File: config.mk
export PLATFORM = sky130hd
export DESIGN_NAME = oled_i2c_target
export DESIGN_NICKNAME = d
export VERILOG_FILES = /design/src/rtl/oled_i2c_target.sv
export SDC_FILE = /design/constraint.sdc
export NUM_CORES = 1
export LEC_CHECK = 0
export CAP_MARGIN = 25
export CORE_AREA = 2 2 77 79
export CTS_CLUSTER_DIAMETER = 30
export DETAILED_ROUTE_END_ITERATION = 16
export DIE_AREA = 0 0 79 81
export GPL_ROUTABILITY_DRIVEN = 0
export PLACE_DENSITY_LB_ADDON = 0.12
export SLEW_MARGIN = 40
export SYNTH_ARGS = -nofsm -noshare
export SYNTH_HDL_FRONTEND = slang
export SYNTH_SLANG_ARGS = --single-unit
File: constraint.sdc
create_clock -name clk -period 4.15 [get_ports clk]
set_clock_uncertainty 0.2 [all_clocks]
set_input_delay 0.415 -clock clk [delete_from_list [all_inputs] [get_ports clk]]
set_output_delay 0.415 -clock clk [all_outputs]
set_load 0.02 [all_outputs]
File: src/rtl/oled_i2c_target.sv
// oled_i2c_target
//   Write-only I2C target for an SSD1306-style OLED controller interface.
//   Decodes START/STOP, matches a 7-bit device address, then alternates
//   control bytes (Co, D/C#) and payload bytes, acknowledging every byte.
//
// Parameters
//   DEV_ADDR     7-bit I2C address this target answers to
//   SYNC_STAGES  synchronizer depth for scl and sda_i (>= 2)
//
// Ports
//   clk            system clock (>= 20x SCL)
//   reset          asynchronous active-low reset
//   scl, sda_i     I2C bus inputs from the pads
//   sda_oe         open-drain pull-down enable (1 = drive SDA low)
//   rx_data        last received payload byte
//   rx_cmd_valid   pulse: rx_data is a command byte
//   rx_data_valid  pulse: rx_data is a display-data byte
//   frame_start    pulse on address match with write
//   frame_end      pulse when an addressed frame ends (STOP or repeated START)
//   busy           high from address match until the end of the frame
//   addr_nack      pulse when an address byte is not acknowledged
module oled_i2c_target #(
  parameter logic [6:0]  DEV_ADDR    = 7'h3C,
  parameter int unsigned SYNC_STAGES = 2
) (
  input  logic       clk,
  input  logic       reset,
  input  logic       scl,
  input  logic       sda_i,
  output logic       sda_oe,
  output logic [7:0] rx_data,
  output logic       rx_cmd_valid,
  output logic       rx_data_valid,
  output logic       frame_start,
  output logic       frame_end,
  output logic       busy,
  output logic       addr_nack
);

  typedef enum logic [2:0] {
    IDLE, ADDR, ADDR_ACK, CTRL, CTRL_ACK, PAYLOAD, PAYLOAD_ACK, IGNORE
  } state_t;

  state_t state;

  logic [SYNC_STAGES-1:0] scl_sync;
  logic [SYNC_STAGES-1:0] sda_sync;
  logic scl_s, sda_s;
  logic scl_q, sda_q;
  logic scl_rise, scl_fall;
  logic start_det, stop_det;

  logic [2:0] bit_cnt;
  logic [6:0] shift;
  logic [7:0] byte_val;
  logic       byte_done;
  logic       ack_on;
  logic       co;
  logic       dc;

  // Synchronizers reset to 1 so an idle-high bus shows no edge on release.
  always_ff @(posedge clk or negedge reset) begin
    if (!reset) begin
      scl_sync <= '1;
      sda_sync <= '1;
      scl_q    <= 1'b1;
      sda_q    <= 1'b1;
    end else begin
      scl_sync <= {scl_sync[SYNC_STAGES-2:0], scl};
      sda_sync <= {sda_sync[SYNC_STAGES-2:0], sda_i};
      scl_q    <= scl_s;
      sda_q    <= sda_s;
    end
  end

  assign scl_s    = scl_sync[SYNC_STAGES-1];
  assign sda_s    = sda_sync[SYNC_STAGES-1];
  assign scl_rise = scl_s & ~scl_q;
  assign scl_fall = ~scl_s & scl_q;

  // scl must be high in both samples; sda can only move one way per cycle,
  // so START and STOP are mutually exclusive by construction.
  assign start_det = scl_s & scl_q & sda_q & ~sda_s;
  assign stop_det  = scl_s & scl_q & ~sda_q & sda_s;

  assign byte_val  = {shift, sda_s};
  assign byte_done = scl_rise && (bit_cnt == 3'd7);

  always_ff @(posedge clk or negedge reset) begin
    if (!reset) begin
      state         <= IDLE;
      sda_oe        <= 1'b0;
      rx_data       <= '0;
      rx_cmd_valid  <= 1'b0;
      rx_data_valid <= 1'b0;
      frame_start   <= 1'b0;
      frame_end     <= 1'b0;
      busy          <= 1'b0;
      addr_nack     <= 1'b0;
      bit_cnt       <= '0;
      shift         <= '0;
      ack_on        <= 1'b0;
      co            <= 1'b0;
      dc            <= 1'b0;
    end else begin
      rx_cmd_valid  <= 1'b0;
      rx_data_valid <= 1'b0;
      frame_start   <= 1'b0;
      frame_end     <= 1'b0;
      addr_nack     <= 1'b0;

      if (start_det || stop_det) begin
        // Bus condition overrides everything; any partial byte is dropped.
        if (busy) frame_end <= 1'b1;
        busy    <= 1'b0;
        bit_cnt <= '0;
        ack_on  <= 1'b0;
        sda_oe  <= 1'b0;
        state   <= start_det ? ADDR : IDLE;
      end else begin
        case (state)
          ADDR, CTRL, PAYLOAD: begin
            if (scl_rise) begin
              shift   <= {shift[5:0], sda_s};
              bit_cnt <= bit_cnt + 3'd1;
            end
            if (byte_done) begin
              bit_cnt <= '0;
              ack_on  <= 1'b0;
              case (state)
                ADDR: begin
                  if (byte_val[7:1] == DEV_ADDR && !byte_val[0]) begin
                    frame_start <= 1'b1;
                    busy        <= 1'b1;
                    state       <= ADDR_ACK;
                  end else begin
                    addr_nack <= 1'b1;
                    state     <= IGNORE;
                  end
                end
                CTRL: begin
                  co    <= byte_val[7];
                  dc    <= byte_val[6];
                  state <= CTRL_ACK;
                end
                default: begin
                  rx_data       <= byte_val;
                  rx_cmd_valid  <= ~dc;
                  rx_data_valid <= dc;
                  state         <= PAYLOAD_ACK;
                end
              endcase
            end
          end

          // First scl fall after bit 8 pulls SDA low; the fall ending the
          // 9th clock releases it and moves on.
          ADDR_ACK, CTRL_ACK, PAYLOAD_ACK: begin
            if (scl_fall) begin
              if (!ack_on) begin
                ack_on <= 1'b1;
                sda_oe <= 1'b1;
              end else begin
                ack_on <= 1'b0;
                sda_oe <= 1'b0;
                case (state)
                  ADDR_ACK: state <= CTRL;
                  CTRL_ACK: state <= PAYLOAD;
                  default:  state <= co ? CTRL : PAYLOAD;
                endcase
              end
            end
          end

          default: ; // IDLE and IGNORE wait for START/STOP
        endcase
      end
    end
  end

endmodule

==> impl_metrics.tcl, run 1 <==
set metrics [dict create \
    final_area_mm2 0.00198 \
    yosys_warnings 0 \
    intPower_uw 628 \
    viasPerCell 4.40 \
    power_frac_comb 0.134 \
    synth_edf_count 0 \
    coreArea_mm2 0.00568 \
    yosysUniqueCellTypes 37 \
    via_count 963 \
    htreeDepth 2 \
    antenna_left 0 \
    hold_class "register to register" \
    fin_cells 219 \
    io_buffers 18 \
    cp-end-kind "register" \
    period_share 0.485 \
    grt_pass1_wl_um 4950 \
    synth_xor_area_frac 0.00535 \
    cts_inserted_buffers 5 \
    ctsResizeCount 0 \
    grt_util_met3 0.0333 \
    fmax_mhz 497 \
    first_iter_violations 18 \
    worstPathRequired_ns 4.12 \
    maxCapViolCount 0 \
    cp_cell_sequence "ha_1, ha_1, and3b_1, and4_4, mux2_4" \
    path_delay_family "simple AND/OR/NAND/NOR gates" \
    fin_nets 149 \
    slew_headroom 0.628 \
    seqPwrFrac 0.548 \
    placed_area_mm2 0.00187 \
    setup_viol 0 \
    grt_antenna_before_repair 0 \
    synth_top_family_by_area "multiplexers" \
    synthFlopType "dfrtp_1" \
    use_met1 0.141 \
    initial_core_util 0.289 \
    synth_compound_gate_area_share 0.0749 \
    status "finished, final reports clean" \
    dieWidth_um 79 \
    fin_hold_ws_ns 0.157 \
    crit_top_cell "ha_1" \
    drc 0 \
    crit_buf_inv 0 \
    worst_slew_pin_slew_ns 0.557 \
    cellLeakagePower_uw 0.000894 \
    busiest_layer "met2" \
    syn_inst 121 \
    period_needed_ns 2.01 \
    grt_max_degree 38 \
    clock_latency_ns 0.28 \
    grt_usage 0.103 \
    cp_max_fo 10 \
    placed_cells 210 \
    cts_root_buffer "clkbuf_8" \
    grt_overflow 0 \
    dr.pass1.iters 4 \
    async_reset_ff_frac 1.00 \
    cpMaxStageDelayCell "and4_4" \
    tns_ns 0 \
    crit_arrival_ns 1.98 \
    p_sw_uw 223 \
    criticalPathCategory "register to register" \
    use_met2 0.146 \
    rsz0062_at_grt "false" \
    pwr-share-clk 0.318 \
    clk_pin_slew_worst_paths_ns 0.07 \
    ioPinCount 19 \
    power.density_mw_per_mm2 430 \
    drive_gt1_frac 0.271 \
    area_growth_pct 21.0 \
    critPathLaunchType "register" \
    avgSynthCellArea_um2 13.5 \
    clkSinkCount 37 \
    switching_share 0.262 \
    synthAdderAreaFrac 0.0153 \
    first_global_vias 951 \
    synth_nets 127 \
    synth-seq-cells 37 \
    synthSimpleGateAreaFrac 0.147 \
    die-area_mm2 0.00640 \
    synth_seq_area_share 0.570 \
    cts_tree "done" \
    core.rowCount 28 \
    hpwlAfterDp_um 1970 \
    fp.dieH_um 81 \
    fill_cells 574 \
    hold_viol 0 \
    slowest_delay_ns 0.41 \
    synth_area_mm2 0.00164 \
    routed_wirelength_um 2910 \
    vdd_drop_max_mv 0.210 \
    maxSlewViolCount 0 \
    antennaDiodeCount 0 \
    yosys-mux-area-fraction 0.160 \
    detail_route.wl_per_cell_um 13.3 \
    cts_max_path_buffers 2 \
]
cells in the mapped netlist, types with 2 or more instances:
master,count,share of area
mux2_2,9,0.062
and2_1,2,0.0076
nand3b_1,2,0.0092
o21ai_0,3,0.0092
buf_6,3,0.021
ha_1,2,0.015
inv_1,2,0.0046
mux2i_1,4,0.024
nor3b_1,2,0.0092
dfstp_2,6,0.096
nor2b_1,8,0.031
mux2_4,8,0.073
nor2_1,6,0.014
dfrtp_1,31,0.47
a21oi_1,3,0.0092
nand3_1,3,0.0092
nand2_1,5,0.011
nand2b_1,3,0.011
layout make-up:
class | count | area (µm²) | area share
multi-input cells | 78 | 658 | 0.332
clock buffers | 7 | 96.3 | 0.0486
well taps | 75 | 93.8 | 0.0473
repair buffers | 19 | 188 | 0.0947
flip-flops and latches | 37 | 933 | 0.471
inverters | 2 | 7.51 | 0.00379
clock inverters | 1 | 5.00 | 0.00253
logic make-up after synthesis:
| kind of cell | count (synthesis) |
|---|---|
| fa+ha+maj | 2 |
| flops | 37 |
| xor+xnor | 1 |
| compound gates | 15 |
| simple gates | 39 |
| mux | 21 |
| buf+inv | 6 |
timing repair:
action	4_1_cts	5_1_grt
hold buffers	0	1
endpoints found under the setup margin	0	0
setup buffers	0	0
endpoints found under the hold margin	0	31
sequential cells by signal, summed over array words and instances (netlist names), 2 cells and up:
register / count
rx_data: 8
shift: 7
bit_cnt: 3
state: 3
scl_sync: 2
sda_sync: 2
metrics by stage:
step	util	power (µW)	setup WS, ns
final	0.349	852	2.14
after global routing	0.349	903	2.05
after CTS	0.347	868	2.13
after detailed placement	0.329	588	2.13
after global placement	0.329	586	2.20
after floorplan	-	549	2.20
worst reg2reg max path, stage by stage (launching register included):
cell	delay [ns]
dfrtp_1	0.38
ha_1	0.16
ha_1	0.12
and3b_1	0.31
and4_4	0.41
mux2_4	0.33
power groups by stage:
stage / sequential, µW / clock, µW / combinational, µW
finish: 466 / 271 / 114
global route: 474 / 300 / 130
CTS: 466 / 287 / 116
detailed placement: 473 / 0 / 115
global placement: 471 / 0 / 115
floorplan: 455 / 0 / 93.9
per-layer routing:
layer | part of all wire | routed length, µm | vias up
met5 | 0 | 0 | -
met4 | 0.019 | 56 | 0
met3 | 0.033 | 96 | 4
met2 | 0.45 | 1290 | 12
met1 | 0.50 | 1460 | 478
li1 | - | - | 469
path summary, 6_finish.rpt:
| check | startpoint | to | slack (ns) | cells past startpoint |
|---|---|---|---|---|
| min in group asynchronous | reset | state[2] | 0.42 | 2 |
| hold / removal | sda_sync[0] | sda_sync[1] | 0.16 | 0 |
| hold reg to reg | sda_sync[0] | sda_sync[1] | 0.16 | 0 |
| max in group asynchronous | reset | sda_sync[1] | 2.97 | 2 |
| setup / recovery | bit_cnt[0] | rx_data[3] | 2.14 | 5 |
| setup reg to reg | bit_cnt[0] | rx_data[3] | 2.14 | 5 |
cells in the final DEF (no fill, tap or decap), types with 2 or more instances in the layout:
cell / n
nor2b_1: 8
nand3_1: 3
a21oi_1: 3
o21ai_0: 3
mux2i_1: 4
nor3b_1: 2
clkdlybuf4s50_1: 17
mux2_2: 9
inv_1: 2
dfstp_2: 6
and2_1: 2
clkbuf_8: 7
ha_1: 2
nor2_1: 6
nand3b_1: 2
nand2_1: 5
nand2b_1: 3
dfrtp_1: 31
mux2_4: 8
Power figures use the tool's default switching activity.
==> run 2: changes to the inputs <==
clock period = 1.95 ns   (was 4.15 ns; I/O delays follow)
==> run 2 against run 1 <==
Effect of this change:
- register-to-register slack got worse by 2.1 ns
- setup slack got worse by 2.1 ns
- final area increased by 2.8%
- fmax increased by 7.2%
- flip-flop and latch count unchanged
- non-clock buffer count increased by 5
- die area unchanged
- cell count increased by 2.7%
- sequential share of layout area decreased by 1.3 points
- global-route usage increased by 0.99 points
- first-iteration DRC count increased to 3.2 times the previous value
- power increased by 110%
- critical path type unchanged
==> impl_metrics.tcl, run 2 (synthesis gave the netlist of run 1 again) <==
set metrics [dict create \
    status "finished, final reports clean" \
    cp_max_fo 6 \
    cellLeakagePower_uw 0.000915 \
    ioPinCount 19 \
    slew_headroom 0.675 \
    setup_viol 0 \
    criticalPathCategory "register to register" \
    reg_top3 "rx_data (8), shift (7)" \
    via_count 1014 \
    crit_arrival_ns 1.86 \
    startpoint "bit_cnt[0]" \
    routed_wirelength_um 3160 \
    cp_cell_sequence "ha_1, ha_1, and3b_2, a32oi_4, a211oi_1, a31o_2" \
    critPathLaunchType "register" \
    rsz0062_at_grt "false" \
    coreArea_mm2 0.00568 \
    fmax_mhz 533 \
    cp-end-kind "register" \
    path_delay_family "compound AO/OA/AOI/OAI gates" \
    drc 0 \
    first_global_vias 1041 \
    cpMaxStageDelayCell "dfrtp_1" \
    clk_pin_slew_worst_paths_ns 0.08 \
    reg2reg_slack_ns 0.07 \
    cts_setup_buffers 0 \
    worst_slew_pin_slew_ns 0.488 \
    core.rowCount 28 \
    largest_reg_flops 8 \
    fin_hold_ws_ns 0.111 \
    regMostFlops "rx_data" \
    grt_max_degree 20 \
    cts_tree "done" \
    fp.dieH_um 81 \
    dr.pass1.iters 4 \
    grt_usage 0.113 \
    r2r-start "bit_cnt[0]" \
    antenna_left 0 \
    maxSlewViolCount 0 \
    hold_viol 0 \
    io_buffers 18 \
    vdd_drop_max_mv 0.343 \
    grt_antenna_before_repair 0 \
    viasPerCell 4.51 \
    mostFrequentLayoutCells "dfrtp_1, clkdlybuf4s50_1, mux2_2" \
    worstPathRequired_ns 1.93 \
    antennaDiodeCount 0 \
    crit_top_cell "ha_1" \
    period_share 0.963 \
    slowest_delay_ns 0.40 \
    die-area_mm2 0.00640 \
    maxCapViolCount 0 \
    critPathCapture "state[2]" \
    r2r.worst_path.cells 6 \
    r2r_end "state[2]" \
    crit_buf_inv 0 \
    initial_core_util 0.289 \
    detail_route.wl_per_cell_um 14.0 \
    fin_nets 155 \
    cts_root_buffer "clkbuf_8" \
    hold_class "primary input to register" \
    htreeDepth 2 \
    hpwlAfterDp_um 2120 \
    power.density_mw_per_mm2 868 \
    drive_gt1_frac 0.307 \
    cts_inserted_buffers 5 \
    dieWidth_um 79 \
    cp.depth 6 \
    grt_pass1_wl_um 5390 \
    layout_commonest_cell "dfrtp_1" \
    first_iter_violations 57 \
    final_util 0.359 \
    clkSinkCount 37 \
    clock_latency_ns 0.29 \
    cts_max_path_buffers 2 \
    grt_overflow 0 \
    area_growth_pct 24.4 \
    period_needed_ns 1.88 \
]
## run 2: routing by layer
metal | up-vias | track usage | wire [µm]
met3 | 7 | 0.0344 | 110
met2 | 17 | 0.165 | 1420
li1 | 484 | - | -
met5 | - | 0 | 0
met4 | 0 | 0.0517 | 65
met1 | 506 | 0.153 | 1560
## run 2: power breakdown
group          internal (µW)  switching [µW]  total (µW)  leakage (µW)
logic                    149             114         263      0.000396
clock network            246             269         516     0.0000439
registers                879             112         991      0.000475
total                   1270             495        1770      0.000915
## run 2: area by class of cell
type | count | area (µm²)
repair buffers | 24 | 235
multi-input cells | 79 | 682
clock buffers | 5 | 68.8
well taps | 75 | 93.8
clock inverters | 3 | 17.5
fillers | 582 | 3640
inverters | 2 | 7.51
flip-flops and latches | 37 | 933
## run 2: how the worst min path moves through the flow
stage / depth (start not counted) / endpoint / from / slack (ns)
after global placement: 1 / sda_oe / reset / -0.02
after CTS: 1 / scl_sync[0] / scl / 0.1
after global routing: 1 / sda_sync[0] / sda_i / 0.11
final: 1 / sda_sync[0] / sda_i / 0.11
after floorplan: 0 / ack_on / reset / -0.30
after detailed placement: 1 / sda_oe / reset / -0.02
## run 2: metrics by stage
| step | area [µm²] | total power, µW | setup TNS (ns) | std cells | worst slack (ns) |
|---|---|---|---|---|---|
| after floorplan | 1640 | 1170 | 0 | 121 | 0.000164 |
| after global placement | 1920 | 1260 | 0 | 215 | 0.0553 |
| after detailed placement | 1920 | 1270 | -0.0382 | 215 | -0.0104 |
| after CTS | 2020 | 1800 | -0.0229 | 225 | -0.00707 |
| after global routing | 2040 | 1880 | 0 | 225 | 0.0121 |
| final | 2040 | 1770 | 0 | 225 | 0.0722 |
## run 2: worst register-to-register path: stages, from the launching register on
cell	delay, ns
dfrtp_1	0.40
ha_1	0.20
ha_1	0.17
and3b_2	0.25
a32oi_4	0.23
a211oi_1	0.10
a31o_2	0.23
## run 2: what timing repair did
item,in CTS,in global routing
setup endpoints to repair,8,11
endpoints found under the hold margin,18,0
gates cloned,1,0
hold buffers,1,0
pin swaps,2,1
gates resized for setup,0,3
